$ cat src/rtl/shift_counter_pkg.sv
// shift_counter_pkg: types and constants shared by the bouncing shift counter and its monitor.
package shift_counter_pkg;

   typedef enum logic [1:0] {SYNC, ACQ, TRACK} mon_state_t;

   localparam int DEFAULT_WIDTH = 8;

   // The counter comes out of reset with only the LSB lit.
   localparam logic [DEFAULT_WIDTH-1:0] RESET_PATTERN = DEFAULT_WIDTH'(1);

endpackage

$ cat src/rtl/shift_counter_monitor_onehot_decoder.sv
// onehot_decoder: flags an exactly-one-hot pattern and returns the index of its lit bit.
module onehot_decoder
   import shift_counter_pkg::*;
#(
   parameter int WIDTH = DEFAULT_WIDTH,
   localparam int IDX_W = $clog2(WIDTH)
)(
   input  logic [WIDTH-1:0] pattern,
   output logic             valid,
   output logic [IDX_W-1:0] idx
);

   always_comb begin
      idx = '0;
      for (int i = 0; i < WIDTH; i++)
         if (pattern[i]) idx = IDX_W'(i);
   end

   assign valid = (pattern != '0) && ((pattern & (pattern - 1'b1)) == '0);

endmodule

$ cat src/rtl/shift_counter_monitor.sv
// shift_counter_monitor: tracks a bouncing one-hot pattern, decodes position/direction,
// and counts bounces and protocol errors.
module shift_counter_monitor
   import shift_counter_pkg::*;
#(
   parameter int WIDTH = DEFAULT_WIDTH,
   parameter int CNT_W = 16,
   localparam int IDX_W = $clog2(WIDTH)
)(
   input  logic             clk,
   input  logic             reset,
   input  logic             sample_en,
   input  logic [WIDTH-1:0] pattern,
   input  logic             clear_err,
   output logic [IDX_W-1:0] pos,
   output logic             dir,
   output logic             locked,
   output logic             err_sticky,
   output logic [CNT_W-1:0] err_count,
   output logic [CNT_W-1:0] bounce_count
);

   localparam logic [IDX_W-1:0] TOP = IDX_W'(WIDTH - 1);

   mon_state_t       state;
   logic [IDX_W-1:0] anchor, idx, exp_idx;
   logic             valid, adjacent, match, exp_dir, accepted, err_ev, at_end;

   onehot_decoder #(.WIDTH(WIDTH)) u_dec (
      .pattern (pattern),
      .valid   (valid),
      .idx     (idx)
   );

   // Direction flips on the step that leaves an end, as the counter does.
   always_comb begin
      exp_idx  = dir ? (pos == TOP ? TOP - 1'b1 : pos + 1'b1) : (pos == '0 ? IDX_W'(1) : pos - 1'b1);
      exp_dir  = dir ? (pos != TOP) : (pos == '0);
      adjacent = ({1'b0, idx} == {1'b0, anchor} + 1'b1) || ({1'b0, anchor} == {1'b0, idx} + 1'b1);
      match    = valid && (idx == exp_idx);
      accepted = sample_en && (state == ACQ ? valid && adjacent : state == TRACK && match);
      err_ev   = sample_en && state == TRACK && !match;
      at_end   = (idx == '0) || (idx == TOP);
   end

   always_ff @(posedge clk) begin
      if (reset) begin
         state        <= SYNC;
         pos          <= '0;
         dir          <= 1'b1;
         locked       <= 1'b0;
         anchor       <= '0;
         err_sticky   <= 1'b0;
         err_count    <= '0;
         bounce_count <= '0;
      end else begin
         if (sample_en) begin
            case (state)
               SYNC:
                  if (valid) begin
                     anchor <= idx;
                     pos    <= idx;
                     state  <= ACQ;
                  end
               ACQ:
                  if (!valid) begin
                     state <= SYNC;
                  end else if (adjacent) begin
                     dir    <= idx > anchor;
                     pos    <= idx;
                     state  <= TRACK;
                     locked <= 1'b1;
                  end else begin
                     anchor <= idx;
                     pos    <= idx;
                  end
               TRACK:
                  if (match) begin
                     pos <= idx;
                     dir <= exp_dir;
                  end else begin
                     locked <= 1'b0;
                     state  <= valid ? ACQ : SYNC;
                     if (valid) begin
                        anchor <= idx;
                        pos    <= idx;
                     end
                  end
               default: state <= SYNC;
            endcase
         end
         if (accepted && at_end && bounce_count != '1)
            bounce_count <= bounce_count + 1'b1;
         // An error on the same edge as clear_err wins and restarts the count at one.
         err_sticky <= err_ev | (err_sticky & ~clear_err);
         err_count  <= err_ev ? (clear_err ? CNT_W'(1) : err_count + CNT_W'(err_count != '1))
                              : (clear_err ? '0 : err_count);
      end
   end

endmodule

$ cat config.mk
export PLATFORM = sky130hd
export DESIGN_NAME = shift_counter_monitor
export DESIGN_NICKNAME = d
export VERILOG_FILES = /design/src/rtl/shift_counter_pkg.sv /design/src/rtl/shift_counter_monitor_onehot_decoder.sv /design/src/rtl/shift_counter_monitor.sv
export SDC_FILE = /design/constraint.sdc
export NUM_CORES = 1
export LEC_CHECK = 0
export ABC_AREA = 1
export CORE_UTILIZATION = 41
export DETAILED_ROUTE_END_ITERATION = 8
export DONT_BUFFER_PORTS = 1
export GPL_TIMING_DRIVEN = 0
export HOLD_SLACK_MARGIN = 0.03
export PLACE_DENSITY = 0.59
export REMOVE_ABC_BUFFERS = 1
export SYNTH_ARGS = -nofsm -noshare
export SYNTH_HDL_FRONTEND = slang
export SYNTH_SLANG_ARGS = --single-unit
$ cat constraint.sdc
create_clock -name clk -period 3.3 [get_ports clk]
set_input_delay 0.33 -clock clk [delete_from_list [all_inputs] [get_ports clk]]
set_output_delay 0.33 -clock clk [all_outputs]
set_load 0.1 [all_outputs]
Word-level counts from Yosys, hierarchy flattened
Index checks and enable logic that the tools add are counted.
Widths: inputs -> output; s select.
{"block": "word_totals", "reg_bits": 43}
{"block": "op_classes", "bitwise": 4, "magnitude_cmp": 1, "muxes": 37, "n_eq_ne": 17, "add_sub_neg": 7, "n_reduce_logical": 27}
{"operator": "$mux 16", "n": 3}
{"operator": "$mux 3", "n": 13}
{"operator": "$ne 16x16->1 const B", "n": 2}
{"operator": "$add 16x1->16", "n": 1}
{"operator": "$add 16x1->16 const B", "n": 1}
{"operator": "$reduce_and 5->1", "n": 3}
{"operator": "$mux 2", "n": 6}
{"operator": "$ne 2x2->1 const B", "n": 6}
{"operator": "$mux 1", "n": 10}
{"operator": "$logic_and 1x1->1", "n": 9}
{"operator": "$pmux 3 s3", "n": 1}
{"operator": "$add 3x1->4 const B", "n": 2}
{"operator": "$and 8x8->8", "n": 1}
{"operator": "$eq 3x4->1", "n": 2}
{"operator": "$logic_not 8->1", "n": 1}
{"operator": "$reduce_bool 8->1", "n": 1}
{"operator": "$sub 8x1->8 const B", "n": 1}
{"operator": "$eq 3x3->1 const B", "n": 2}
{"operator": "$logic_not 3->1", "n": 2}
{"operator": "$ne 3x3->1 const B", "n": 2}
{"operator": "$pmux 2 s3", "n": 1}
{"operator": "$pmux 3 s2", "n": 1}
{"operator": "$reduce_bool 2->1", "n": 3}
{"operator": "$pmux 1 s2", "n": 2}
{"operator": "other kinds (16)", "n": 17}

Longest topological paths before layout
Gate-level depths: netlist of run 1.
{"block": "depth", "ltp_word": 15, "depth_mapped": 20}

Cells and area by module
From an unflattened synthesis of run 1, not the netlist that was laid out.
{"block": "hier_totals", "cells_unflattened": 451, "hier_area_um2": 2960.3}
{"mod": "shift_counter_monitor", "area_per_inst_um2": 2813.9, "cells_per_inst": 419, "seq_area_each_um2": 860.8, "instances": 1}
{"mod": "onehot_decoder", "area_per_inst_um2": 146.4, "cells_per_inst": 32, "seq_area_each_um2": 0.0, "instances": 1}

Least setup slack after synthesis of run 1
Ideal clock, no wire load.
{"block": "synth_path", "path_type": "register to register", "from": "register with a tool-made name", "to": "register bounce_count[6]", "path_slack_ps": 610, "stages_incl_launch_ff": 17, "period_less_slack_ps": 2690, "required_ps": 3190, "arrival_time_ps": 2580, "path_cell_list": "dfxtp_1 -> inv_1 -> ha_1 -> inv_1 -> nand3_1 -> nand3_1 -> nand2_1 -> nand2_1 -> nand2_1 -> nor2_2 -> nand3_2 -> nand2_4 -> nand2_4 -> nor2_1 -> nand2_1 -> nand2_1 -> nor2_1"}
{"item": "end signal: assignment", "line_no": "shift_counter_monitor.sv:93", "source": "bounce_count <= bounce_count + 1'b1;"}
{"item": "end: declaration", "line_no": "shift_counter_monitor.sv:20", "source": "output logic [CNT_W-1:0] bounce_count"}

==> results of run 1 <==
## cells in the mapped netlist
master      n
a21boi_0    1
inv_1      70
nand2_4     3
buf_4       1
clkbuf_1    2
buf_2       3
nor2_2      4
inv_6       1
nand3_1    31
nor2_4      2
a211oi_1    1
ha_1       12
xor2_1      2
buf_1       1
inv_2       1
a21oi_2     2
a31oi_1     1
xnor2_1     3
o21bai_1    3
nand4_1    15
nor4_1      2
nor2_1     59
nor3b_1     2
nand3_2     2
a21oi_1    27
nand2_2     6
and2_1      1
or2_1       1
dfxtp_1    43
a31o_2      1
o21ai_0    27
nor3_1      9
nand2_1   104
## per-stage QoR
step                cell area (sq um)  hold slack (ns)  total power [W]  util [%]  setup WS (ns)
floorplan                        2760            0.399         0.000586         -          0.606
global placement                 2850            0.404         0.000598      44.1          0.328
detailed placement               2850            0.404         0.000599      44.1          0.313
CTS                              2930           0.0824         0.000931      45.4          0.287
global route                     2930           0.0868         0.000956      45.4        0.00131
finish                           2930           0.0987         0.000910      45.4          0.322
## cell families (layout without fill, tap and decap cells)
| kind of cell | count (synthesis) | count (layout) |
|---|---|---|
| DFF | 43 | 43 |
| adders and majority gates | 12 | 12 |
| and+or+nand+nor | 241 | 241 |
| AOI/OAI and AO/OA | 63 | 63 |
| buffers and inverters | 79 | 80 |
| xor gates and xnor gates | 5 | 5 |
## power groups by stage
stage | logic [W] | clock network [W] | registers [W]
6_report | 0.0000634 | 0.000324 | 0.000523
5_1_grt | 0.0000741 | 0.000359 | 0.000523
4_1_cts | 0.0000640 | 0.000344 | 0.000523
3_5_place_dp | 0.0000638 | 0 | 0.000535
3_3_place_gp | 0.0000631 | 0 | 0.000535
2_1_floorplan | 0.0000514 | 0 | 0.000535
## flip-flops by register name (all words and copies together), names as in the netlist, named ones only
signal        count
anchor            3
dir               1
err_sticky        1
bounce_count     16
state             2
err_count        16
locked            1
## layout make-up
type	count	area share, %
clock buffers	7	2.60
clock inverters	1	0.171
well taps	77	3.28
multi-input cells	321	55.2
flip-flops and latches	43	29.4
inverters	72	9.38
## how the worst min path moves through the flow
stage	from	endpoint	slack, ns	cells past startpoint
global route	reset	err_count[15]	0.09	1
floorplan	reset	err_count[14]	0.40	1
detailed placement	reset	locked	0.40	1
finish	reset	state[1]	0.1	1
CTS	reset	state[1]	0.08	1
global placement	reset	locked	0.40	1
## critical path, cell delays in order (launching register included)
cell and delay [ns]:
dfxtp_1 1.01, ha_1 0.38, nand2_1 0.09, nand3_1 0.15, nand3_1 0.10, nand2_1 0.07, nand2_1 0.05, nand2_1 0.07
nor2_2 0.04, nand2_1 0.30, nand3_1 0.16, nor2_1 0.16, inv_1 0.07, o21ai_0 0.16, nor2_1 0.06
## repair_timing
| action | CTS | global route |
|---|---|---|
| resized for setup | 0 | 1 |
| setup endpoints to repair | 0 | 4 |
| buffers inserted | 0 | 0 |
## per-layer routing
| layer | vias to the layer above | routed length [microns] | share of wire (%) | GRT usage (%) |
|---|---|---|---|---|
| met5 | - | 0 | 0 | 0 |
| met4 | 0 | 29 | 0.48 | 4.62 |
| met3 | 2 | 417 | 6.8 | 4.72 |
| met2 | 51 | 2850 | 47 | 33.2 |
| met1 | 1152 | 2800 | 46 | 21.3 |
| li1 | 1410 | - | - | - |
==> metrics.csv, run 1 <==
stage;metric;value;unit
clocking;Max Root-Sink Buffers;2;
worst_hold_path;Hold Crit Class;input port to flop;
placement;placed insts;513;
floorplan;die width;84.5;microns
yosys;adder-cell share of the synthesized area;5.38;%
grt;initial antenna violation count;0;
run_status;failing checks;design-rule violations;
setup_path;Setup Crit Path Kind;flop to flop;
sta;fin crit period;2.98;ns
floorplan;row cnt;29;
placement;final RePlAce weighted congestion;0.790;
run_status;outcome;finished with violations;
yosys;largest family of logic cells by synthesized area;simple AND/OR/NAND/NOR gates;
clocking;CTS Buf Count;5;
grt;gr usage total;18.2;%
sta;unrepaired setup endpoints after global routing;no;
drt;wire per inst;11.7;microns
sta;Final setup viols;0;
setup_path;Crit path required time;3.48;ns
floorplan;I/O Pins;50;
yosys;Seq/Total Area, Yosys;30.9;%
setup_path;endpoint class of the critical path;flop;
floorplan;Core ar.;6460;sq um
yosys;xor/xnor share of the synthesized area;1.57;%
setup_path;worst path arrival time;3.16;ns
clocking;Clock Latency Late Sink;0.29;ns
job;number of max-cap violations;0;
power;Internal;0.000690;W
drt;Pre-antenna DRT Iters;7;
layout;n_diodes;0;
yosys;Synth Area in Compound Gates;12.2;%
floorplan;die area;7140;sq um
drt;initial DRC count;119;
grt;number of global-route vias before repair;2514;
yosys;Synth top area share;30.9;%
sta;max-slew violations;0;
power;Flop pwr share;57.5;%
power;PwrDens;310;nW/um^2
setup_path;FF-to-FF path depth;14;
grt;pin count of the biggest net entering global routing;21;
layout;share of layout cells above drive strength 1;6.53;%
layout;Fill cells;696;
placement;Detailed Place HPWL;4680;microns
setup_path;crit path to;err_count[13];
layout;commonest non-fill, non-tap cell in the layout;nand2_1;
drt;Routed Wire Length;6100;microns
sta;f_max;0.336;GHz
grt;first-pass GRT wire length;10800;microns
power;Pleak;1.24;nW
yosys;register bit total from synthesis;43;
clocking;CTS tree;built;
power;sw power;0.000220;W
layout;non-filler instance count after layout;521;
sta;fin crit share;90.3;%
yosys;Area contributors post-synth;dfxtp_1, nand2_1, inv_1, nor2_1, nand3_1;
drt;post-route DRC violation count;4;
power;Clock Power Share;35.6;%
sta;Clock Skews;0.0121;ns
power;maximum vdd drop;0.182;mV
yosys;Avg Cell Area, Syn;6.30;sq um
drt;post-route ant nets;0;
clocking;clk slew on worst S/H paths;0.08;ns
yosys;synthesized instance count;443;
yosys;Synth Cell Area;2790;sq um
layout;commonest cells after routing, fill and taps aside;nand2_1, inv_1, nor2_1;
power;combinational power share;7.0;%
layout;multi-input logic area;1620;sq um
setup_path;worst-path maximum fanout;11;
layout;Area Overhead vs Synth;5.20;%
sta;Hold Violations, Final;0;
sta;worst slew pin tran;1.19;ns
yosys;Yosys top cell by area;dfxtp_1;
clocking;H-tree levels;2;
drt;total number of vias;2615;
clocking;Root Driver;clkbuf_8;
sta;setup TNS;0;ns
drt;vias per cell;5.02;
sta;Slew headroom;20.9;%
yosys;Ys Warns;0;
clocking;CTS sink cnt;43;
setup_path;Worst R2R Setup Slack;0.32;ns
grt;gr ovfl total;0;
yosys;post-synthesis simple-gate area fraction;38.9;%
clocking;cts-stage hold buffer count;0;
yosys;mux cell area share after synthesis;0;%
floorplan;Die Y;84.5;microns
placement;IO Port Bufs;0;
setup_path;Crit Reg-Reg Endpoint;err_count[13];
layout;register area;862;sq um
power;switching fraction of total power;24.2;%
layout;Layout Nets;467;
yosys;Unique masters post-synth;33;
setup_path;startpoint types;flop;
floorplan;initial cell density of the core;43.2;%
Note: power is estimated with default switching activity, not from simulation.
==> run 2: changes to the inputs <==
--- a/config.mk
+++ b/config.mk
@@ -6,13 +6,15 @@
 export NUM_CORES = 1
 export LEC_CHECK = 0
 export ABC_AREA = 1
-export CORE_UTILIZATION = 41
+export CORE_MARGIN = 2
+export CORE_UTILIZATION = 55
 export DETAILED_ROUTE_END_ITERATION = 8
 export DONT_BUFFER_PORTS = 1
 export GPL_TIMING_DRIVEN = 0
 export HOLD_SLACK_MARGIN = 0.03
-export PLACE_DENSITY = 0.59
+export PLACE_DENSITY = 0.74
 export REMOVE_ABC_BUFFERS = 1
+export SLEW_MARGIN = 20
 export SYNTH_ARGS = -nofsm -noshare
 export SYNTH_HDL_FRONTEND = slang
 export SYNTH_SLANG_ARGS = --single-unit
==> run 2 against run 1 <==
The run now ends clean. Maximum frequency is 0.97% higher. Design area fell by 0.13%. Cell count is 2.1% lower. First-iteration DRC count is 6.7% lower. Critical endpoint unchanged. Largest power group unchanged. Highest routed layer unchanged.
==> metrics.csv, run 2 (same netlist as run 1, synthesis figures left out) <==
stage;metric;value;unit
layout;commonest non-fill, non-tap cell in the layout;nand2_1;
drt;Routed Wire Length;5920;microns
setup_path;worst path arrival time;3.13;ns
layout;Area Overhead vs Synth;5.07;%
layout;Largest regs;bounce_count x16, err_count x16, anchor x3;
layout;Layout Nets;467;
floorplan;Core ar.;4820;sq um
clocking;CTS sink cnt;43;
sta;setup TNS;0;ns
worst_hold_path;Hold Crit Depth;1;
drt;post-route ant nets;0;
setup_path;FF-to-FF path depth;15;
clocking;H-tree levels;2;
layout;Fill cells;490;
placement;Post-DP Area;2840;sq um
floorplan;die area;5660;sq um
floorplan;row cnt;25;
drt;Pre-antenna DRT Iters;4;
setup_path;Crit path required time;3.48;ns
drt;initial DRC count;111;
drt;post-route DRC violation count;0;
sta;worst slew pin tran;1.10;ns
power;PwrDens;314;nW/um^2
clocking;Max Root-Sink Buffers;2;
layout;n_diodes;0;
clocking;CTS Buf Count;5;
worst_hold_path;Worst Hold End;err_count[15];
layout;design area;2930;sq um
placement;IO Port Bufs;0;
setup_path;Setup Crit Path Kind;flop to flop;
setup_path;startpoint types;flop;
floorplan;I/O Pins;50;
sta;Final setup viols;0;
sta;Hold Violations, Final;0;
clocking;cts-stage hold buffer count;0;
power;Clock Power Share;36.3;%
power;sw power;0.000215;W
worst_hold_path;Hold Crit Class;input port to flop;
sta;fin crit share;89.4;%
power;Flop pwr share;56.8;%
clocking;clk slew on worst S/H paths;0.08;ns
power;switching fraction of total power;23.4;%
clocking;CTS tree;built;
floorplan;Die Y;75.2;microns
job;number of max-cap violations;0;
sta;unrepaired setup endpoints after global routing;no;
layout;register area;865;sq um
power;Power Total;0.000920;W
clocking;Root Driver;clkbuf_8;
grt;gr ovfl total;0;
placement;Detailed Place HPWL;4570;microns
grt;gr usage total;22.2;%
run_status;outcome;completed;
sta;f_max;0.339;GHz
layout;commonest cells after routing, fill and taps aside;nand2_1, inv_1, nor2_1;
power;Pleak;1.24;nW
drt;total number of vias;2660;
layout;share of layout cells above drive strength 1;7.22;%
floorplan;initial cell density of the core;57.9;%
setup_path;Worst R2R Setup Slack;0.35;ns
setup_path;Crit Reg-Reg Endpoint;err_count[13];
grt;number of global-route vias before repair;2432;
grt;initial antenna violation count;0;
grt;first-pass GRT wire length;10100;microns
clocking;Clock Latency Late Sink;0.29;ns
layout;multi-input logic area;1620;sq um
grt;pin count of the biggest net entering global routing;21;
sta;fin crit period;2.95;ns
power;Internal;0.000706;W
placement;final RePlAce weighted congestion;0.929;
floorplan;die width;75.2;microns
worst_hold_path;HP Start;reset;
setup_path;worst-path maximum fanout;11;
power;combinational power share;6.9;%
drt;wire per inst;11.6;microns
sta;hold slack;0.0992;ns
sta;max-slew violations;0;
drt;vias per cell;5.22;
sta;Clock Skews;0.00885;ns
setup_path;endpoint class of the critical path;flop;
power;maximum vdd drop;0.223;mV
sta;Slew headroom;26.8;%
## run 2: cell types whose count changed in the layout (fill, tap and decap cells not counted), sizes merged
cell,previous run,this run
clkbuf,7,6
## run 2: cell type report
cell class | instances | area share [%]
clock buffer | 6 | 2.82
clock inverter | 1 | 0.171
inverter | 72 | 9.39
multi-input combinational | 321 | 55.3
sequential | 43 | 29.5
tap | 67 | 2.86
## run 2: what timing repair did
action,in CTS,in global routing
setup buffers,0,0
endpoints found under the setup margin,0,1
resized for setup,0,1
## run 2: stage by stage
stage	setup WS, ns	cells	utilization, %
global placement	0.301	503	58.9
CTS	0.253	510	60.8
detailed placement	0.268	503	58.9
floorplan	0.606	436	-
global route	0.0326	510	60.8
finish	0.350	510	60.8
## run 2: layer usage
| metal | vias up | routed length [microns] | part of all wire (%) | GRT usage, % |
|---|---|---|---|---|
| li1 | 1421 | - | - | - |
| met1 | 1188 | 2710 | 46 | 27.5 |
| met2 | 45 | 2870 | 49 | 39.2 |
| met3 | 6 | 262 | 4.4 | 4.82 |
| met4 | 0 | 64 | 1.1 | 5.85 |
| met5 | - | 0 | 0 | 0 |
## run 2: worst max-delay path: stages (launching register included)
cell and delay [ns]:
dfxtp_1 1.01, inv_1 0.16, ha_1 0.34, inv_1 0.04, nand3_1 0.08, nand3_1 0.08
nand2_1 0.06, nand2_1 0.05, nand2_1 0.07, nor2_2 0.05, nand2_1 0.30, nand3_1 0.17
nor2_1 0.15, inv_1 0.07, o21ai_0 0.16, nor2_1 0.06
## run 2: how the worst max path moves through the flow
stage	start	slack, ns	to	cells past startpoint
after floorplan	flop	0.61	bounce_count[6]	16
after CTS	flop	0.25	err_count[13]	14
after global placement	flop	0.30	err_count[13]	14
after detailed placement	flop	0.27	err_count[13]	14
final	flop	0.35	err_count[13]	15
after global routing	flop	0.03	err_count[13]	16
## run 2: power groups by stage
| stage | Clock (W) | Sequential (W) | Combinational [W] |
|---|---|---|---|
| 6_report | 0.000334 | 0.000523 | 0.0000639 |
| 2_1_floorplan | 0 | 0.000535 | 0.0000514 |
| 5_1_grt | 0.000359 | 0.000523 | 0.0000729 |
| 3_5_place_dp | 0 | 0.000535 | 0.0000642 |
| 3_3_place_gp | 0 | 0.000535 | 0.0000623 |
| 4_1_cts | 0.000344 | 0.000523 | 0.0000646 |
==> run 3: changes to the inputs <==
--- a/config.mk
+++ b/config.mk
@@ -14,6 +14,7 @@
 export HOLD_SLACK_MARGIN = 0.03
 export PLACE_DENSITY = 0.74
 export REMOVE_ABC_BUFFERS = 1
+export SKIP_CTS_REPAIR_TIMING = 1
 export SLEW_MARGIN = 20
 export SYNTH_ARGS = -nofsm -noshare
 export SYNTH_HDL_FRONTEND = slang
==> results of run 3 <==
Final layout, timing and power as in run 2 (identical DEF).
